--- src/rtl/mem_access_ctrl.sv ---
// Memory-stage sequencer: holds data-memory controls for MEM_LATENCY cycles per
// load/store, stalls the pipeline meanwhile and returns a one-cycle response.
module mem_access_ctrl #(
   parameter int MEM_LATENCY = 2,
   parameter int ADDR_WORDS  = 256
) (
   input  logic        clk,
   input  logic        rst,
   input  logic        req_valid,
   input  logic        req_read,
   input  logic        req_write,
   input  logic [31:0] req_addr,
   input  logic [31:0] req_wdata,
   output logic        stall,
   output logic        resp_valid,
   output logic [31:0] resp_rdata,
   output logic        misalign,
   output logic        oob,
   output logic [31:0] mem_addr,
   output logic [31:0] mem_wdata,
   output logic        mem_read,
   output logic        mem_write,
   input  logic [31:0] mem_rdata,
   output logic [1:0]  dbg_state
);

   typedef enum logic [1:0] {
      IDLE   = 2'd0,
      ACCESS = 2'd1,
      DONE   = 2'd2,
      ERR    = 2'd3
   } state_t;

   localparam logic [3:0] CNT_INIT = 4'(MEM_LATENCY - 1);

   state_t     state;
   logic [3:0] count;
   logic       req_any;
   logic       req_mis;
   logic       req_oob;
   logic       req_ok;

   // Handshake: a request is taken only in IDLE when req_valid and an op bit are
   // high; stall holds the upstream stages until the DONE cycle lets them advance.
   assign req_any   = req_valid & (req_read | req_write);
   assign req_mis   = req_addr[1:0] != 2'b00;
   assign req_oob   = {2'b00, req_addr[31:2]} >= 32'(ADDR_WORDS);
   assign req_ok    = req_any & ~req_mis & ~req_oob;
   assign stall     = rst & ((state == ACCESS) | ((state == IDLE) & req_ok));
   assign dbg_state = state;

   always_ff @(posedge clk or negedge rst) begin
      if (!rst) begin
         state      <= IDLE;
         count      <= '0;
         resp_valid <= 1'b0;
         resp_rdata <= '0;
         misalign   <= 1'b0;
         oob        <= 1'b0;
         mem_addr   <= '0;
         mem_wdata  <= '0;
         mem_read   <= 1'b0;
         mem_write  <= 1'b0;
      end else begin
         case (state)
            IDLE: begin
               if (req_any) begin
                  if (req_mis || req_oob) begin
                     resp_valid <= 1'b1;
                     resp_rdata <= '0;
                     misalign   <= req_mis;
                     oob        <= ~req_mis & req_oob;
                     state      <= ERR;
                  end else begin
                     // A store wins when both op bits are set.
                     mem_addr  <= {2'b00, req_addr[31:2]};
                     mem_wdata <= req_wdata;
                     mem_write <= req_write;
                     mem_read  <= ~req_write;
                     count     <= CNT_INIT;
                     state     <= ACCESS;
                  end
               end
            end
            ACCESS: begin
               if (count == 4'd0) begin
                  resp_rdata <= mem_read ? mem_rdata : 32'd0;
                  resp_valid <= 1'b1;
                  mem_read   <= 1'b0;
                  mem_write  <= 1'b0;
                  state      <= DONE;
               end else begin
                  count <= count - 4'd1;
               end
            end
            DONE: begin
               resp_valid <= 1'b0;
               state      <= IDLE;
            end
            ERR: begin
               resp_valid <= 1'b0;
               misalign   <= 1'b0;
               oob        <= 1'b0;
               state      <= IDLE;
            end
            default: state <= IDLE;
         endcase
      end
   end

endmodule

--- config.mk ---
export PLATFORM = sky130hd
export DESIGN_NAME = mem_access_ctrl
export DESIGN_NICKNAME = d
export VERILOG_FILES = /design/src/rtl/mem_access_ctrl.sv
export SDC_FILE = /design/constraint.sdc
export NUM_CORES = 1
export LEC_CHECK = 0
export ABC_AREA = 1
export CAP_MARGIN = 20
export CORE_ASPECT_RATIO = 1.2
export CORE_MARGIN = 5
export CORE_UTILIZATION = 42
export CTS_BUF_LIST = sky130_fd_sc_hd__clkbuf_8
export CTS_CLUSTER_DIAMETER = 150
export CTS_CLUSTER_SIZE = 10
export DETAILED_ROUTE_END_ITERATION = 12
export DONT_BUFFER_PORTS = 1
export GPL_TIMING_DRIVEN = 0
export PLACE_DENSITY = 0.6
export SLEW_MARGIN = 20
export SYNTH_ARGS = -nofsm -noshare
export SYNTH_HDL_FRONTEND = slang
export SYNTH_SLANG_ARGS = --single-unit
--- constraint.sdc ---
create_clock -name clk -period 4.3 [get_ports clk]
set_clock_uncertainty 0.05 [all_clocks]
set_input_delay 0.645 -clock clk [delete_from_list [all_inputs] [get_ports clk]]
set_output_delay 0.645 -clock clk [all_outputs]
set_load 0.02 [all_outputs]
# [After elaboration in Yosys (flattened, before gate mapping)]
# Cells that the tools add are included.
# Widths: inputs -> output; s select.
[word_totals] reg_bits=105 out_inout_bits=104 wordCells=76
[classes] addsub=1 n_lt_le_gt_ge=1 eq_ne=8 mux=30 bitwise=12 n_reduce_logical=14
[ops] op="$mux 32" n=4
[ops] op="$pmux 32 s2" n=1
[ops] op="$ge 30x9->1 const B" n=1
[ops] op="$mux 1" n=12
[ops] op="$mux 4" n=3
[ops] op="$reduce_and 4->1" n=3
[ops] op="$reduce_and 3->1" n=3
[ops] op="$pmux 1 s2" n=4
[ops] op="$pmux 4 s2" n=1
[ops] op="$and 1x1->1" n=6
[ops] op="$mux 2" n=3
[ops] op="$ne 2x2->1 const B" n=3
[ops] op="$pmux 2 s3" n=1
[ops] op="$reduce_bool 2->1" n=3
[ops] op="$eq 2x2->1 const B" n=2
[ops] op="$logic_not 4->1" n=1
[ops] op="$ne 2x1->1 const B" n=2
[ops] op="$not 1->1" n=4
[ops] op="$sub 4x1->4 const B" n=1
[ops] op="$pmux 1 s3" n=1
[ops] op="$eq 2x1->1 const B" n=1
[ops] op="$logic_not 2->1" n=1
[ops] op="$or 1x1->1" n=2
[ops] op="$reduce_and 2->1" n=1
[ops] op="2 further kinds" n=2

# [Depth between registers and ports, before layout]
[depth] depth_word=7 depth_mapped=10 ltp_nobuf=9

# [Worst setup path after synthesis]
# OpenSTA, ideal clock, no wires.
[synth_timing] path_type="input to output" start="input port req_write" end="output port stall" arrival_ps=1768 setup_slack_ps=1837 stages=6 path_cell_list="o21ai_1 > nor3_2 > inv_1 > nor2_2 > nand2_1 > a21boi_0"
[synth_via] elab_chain_len=7
[synth_lines] element="from (decl)" line="11" rtl="input logic req_write,"
[synth_lines] element="$or 1x1->1" line="45" rtl="assign req_any = req_valid & (req_read | req_write);"
[synth_lines] element="$and 1x1->1" line="45"
[synth_lines] element="$and 1x1->1 (2 in series)" line="48" rtl="assign req_ok = req_any & ~req_mis & ~req_oob;"
[synth_lines] element="$and 1x1->1" line="49" rtl="assign stall = rst & ((state == ACCESS) | ((state == IDLE) & req_ok));"
[synth_lines] element="$or 1x1->1" line="49"
[synth_lines] element="$and 1x1->1" line="49"
[synth_lines] element="to (decl)" line="14" rtl="output logic stall,"
# Every way passes these cells.

# [Worst setup path after layout]
[layout_timing] start="register state[1] (netlist: dbg_state[1])" end="output port stall"
[layout_via] elab_chain_len=4 elab_cells_between_ends=5 cone_classes="1 x eq/ne; 3 x bitwise; 1 x reduce/logical"
[layout_lines] element="from (decl)" line="36" rtl="state_t state;"
[layout_lines] element="from (signal assigned)" line="54" rtl="state <= IDLE;"
[layout_lines] element="from (signal assigned)" line="73" rtl="state <= ERR;"
[layout_lines] element="from (signal assigned)" line="81" rtl="state <= ACCESS;"
[layout_lines] element="$logic_not 2->1" line="49"
[layout_lines] element="$and 1x1->1" line="49"
[layout_lines] element="$or 1x1->1 (*)" line="49"
[layout_lines] element="$and 1x1->1 (*)" line="49"
# Every way passes the cells marked *; elsewhere a longest branch is shown, timed or not.

==> flow_summary.json <==
{
  "grt_pass1_wl_mm": 17.1,
  "status": "finished, final reports clean",
  "cts_hold_buffers": 1,
  "fill_cells": 999,
  "grt_pass1_vias": 3322,
  "initial_core_util_pct": 43.2,
  "cts_buffer_depth": 2,
  "cp_slowest_cell": "a21boi_0",
  "antennaDiodeCount": 0,
  "critPathBufInv": 1,
  "avgSynthCellArea_um2": 8.84,
  "finalWeightedCongestion": 0.823,
  "cp_data_arrival_time_ps": 2360,
  "cp-start-kind": "flop",
  "rsz0062_at_grt": "no",
  "dp_hpwl_mm": 8.31,
  "clk_latency_ps": 350,
  "antenna_found_initial": 0,
  "end_kind": "output port",
  "crit_required_ps": 3610,
  "r2r_setup_slack_ps": 2400,
  "first_pass_iters": 4,
  "clock.fmax_mhz": 327,
  "rr_worst_depth": 7,
  "wirelength_mm": 11.1,
  "wl_per_cell_um": 17.4,
  "finalCritPeriodShare_pct": 71.1,
  "finalPower_mw": 2.54,
  "drc": 0,
  "drv_slew": 0,
  "drt_iter0_drc": 171,
  "multiInputGateArea_um2": 1460,
  "areaGrowthSynthToFinish_pct": 8.83,
  "clkTransAtPathRegs_ps": 100,
  "clkSinkCount": 105,
  "port_buffers": 0,
  "cts_resized": 0,
  "synth_top_area_cell": "dfrtp_1",
  "yosys_register_bits": 105,
  "startpoint": "dbg_state[1]",
  "core-area_um2": 10100,
  "grt_max_degree": 106,
  "critPathCapture": "stall",
  "cp_top_family": "simple AND/OR/NAND/NOR gates",
  "cpPeakStageDelay_ps": 650,
  "synth.most_common_cell": "nand2_1",
  "seq_area_frac_synth_pct": 60.4,
  "finalSetupViolCount": 0,
  "synth_edf_count": 0,
  "synth_area_um2": 4350,
  "placementRows": 40,
  "synth_common_cells": "181 x nand2_1, 105 x dfrtp_1, 48 x nand3_1",
  "synthCells": 492,
  "overflow": 0,
  "drive_gt1_share_pct": 9.02,
  "yosysWarnings": 0,
  "ys_types": 25,
  "leakagePower_nw": 2.59,
  "worst_slack_ps": 1240,
  "synth_top_area_share_pct": 60.4,
  "async_flop_share_pct": 100,
  "cts_tree": "built",
  "register_area_um2": 2630,
  "synthTopCellsByArea": "dfrtp_1 60%, nand2_1 16%, nand3_1 5.5%, nand4_1 4.9%, nor2_1 3.8%",
  "finish.net_count": 608,
  "io_pins": 205,
  "worstPathCellList": "nor3_2 > inv_1 > nor2_2 > nand2_1 > a21boi_0",
  "p_per_area_nw_per_um2": 537,
  "critPathMaxFanout": 7,
  "dieArea_um2": 12500,
  "synthFlopType": "dfrtp_1",
  "cap_viol_max_count": 0,
  "path_depth": 5,
  "path_class": "flop to output port",
  "die_y_um": 121,
  "grt_usage_pct": 17.7,
  "numCtsBuffers": 9,
  "hold_viol": 0,
  "post_cts_buffers": 0,
  "vias": 3253,
  "hp-class": "input port to asynchronous set/reset pin",
  "worstMarginPinSlew_ps": 791,
  "r2r-end": "mem_wdata[23]",
  "die_x_um": 103,
  "min_period_ps": 3060,
  "vias_per_cell": 5.11,
  "ir_drop_mv": 0.303,
  "htreeDepth": 3,
  "root_buffer": "clkbuf_8",
  "dp_slack_ps": 1440,
  "ant_nets": 0,
  "fin_setup_tns_ps": 0,
  "max-slew-margin-rel_pct": 46.8,
  "r2r_start": "dbg_state[1]"
}
==> logic make-up (layout without fill, tap and decap cells) <==
| group | after synthesis | in the layout | synth area share, % |
|---|---|---|---|
| AND/OR/NAND/NOR | 319 | 319 | 32.1 |
| AO/OA/AOI/OAI | 2 | 2 | 0.288 |
| flip-flops | 105 | 105 | 60.4 |
| other | 1 | 2 | 0.0862 |
| adder cells (fa/ha/maj) | 2 | 2 | 0.575 |
| XOR/XNOR | 2 | 2 | 0.403 |
| buffers and inverters | 61 | 78 | 6.18 |
==> flip-flops by register name, summed over array words and instances, names as in the netlist, 2 cells and up <==
register and count:
mem_wdata 32, resp_rdata 32, mem_addr 30, count 4
dbg_state 2
==> cells in the final DEF (no fill, tap or decap) <==
cell type,instances
nor3b_1,1
nand4_1,34
clkinvlp_4,2
dfrtp_1,105
inv_2,2
buf_1,5
inv_1,31
nor3_2,1
clkinv_4,1
o21ai_1,1
ha_1,2
clkbuf_1,6
conb_1,2
buf_4,7
buf_2,11
buf_16,1
nand3_1,48
a21boi_0,1
nor2_1,44
bufinv_16,1
clkinv_2,1
nor3_1,1
nor2_2,3
nand2_2,1
nor2_4,2
nand2_1,181
nand2_4,1
nand3_2,1
clkbuf_8,9
inv_6,1
or2_2,1
xnor2_1,2
==> metal layers <==
metal | share of wire, % | track usage [%] | wire length [um]
met1 | 38 | 20.2 | 4160
met2 | 51 | 29.5 | 5610
met3 | 9.2 | 5.87 | 1020
met4 | 2.5 | 7.94 | 281
met5 | 0 | 0 | 0
==> cell type report <==
type,count,area share [%]
tap,126,3.33
inverter,32,2.54
sequential,105,55.5
multi-input combinational,327,30.8
buffer,29,3.14
clock buffer,9,2.62
clock inverter,7,1.51
timing repair buffer,1,0.581
==> power by group <==
group / internal [mW] / total [mW] / switching [mW]
Clock: 0.269 / 0.602 / 0.333
Combinational: 0.179 / 0.578 / 0.400
Sequential: 1.11 / 1.36 / 0.252
Total: 1.56 / 2.54 / 0.984
==> worst register-to-register path: stages (launching register included) <==
cell,delay [ps]
dfrtp_1,570
nor3_2,320
inv_1,100
nor2_2,210
nand2_1,160
buf_2,240
nand2_1,100
nand2_1,50
==> through the flow <==
stage               utilization, %  cell area [um^2]  cells  hold slack (ps)
global route                  47.1              4730    636              185
finish                        47.1              4730    636              163
global placement              44.9              4510    619              304
floorplan                        -              4350    493              299
detailed placement            44.9              4510    619              304
CTS                           47.1              4730    636              172
==> worst min path at each step <==
| stage | from | endpoint | slack, ps |
|---|---|---|---|
| after floorplan | rst | count[0] | 300 |
| after global placement | rst | dbg_state[1] | 300 |
| after detailed placement | rst | dbg_state[1] | 300 |
| after CTS | rst | resp_rdata[25] | 170 |
| after global routing | rst | mem_wdata[23] | 180 |
| final | rst | resp_rdata[3] | 160 |
Power figures use the tool's default switching activity.
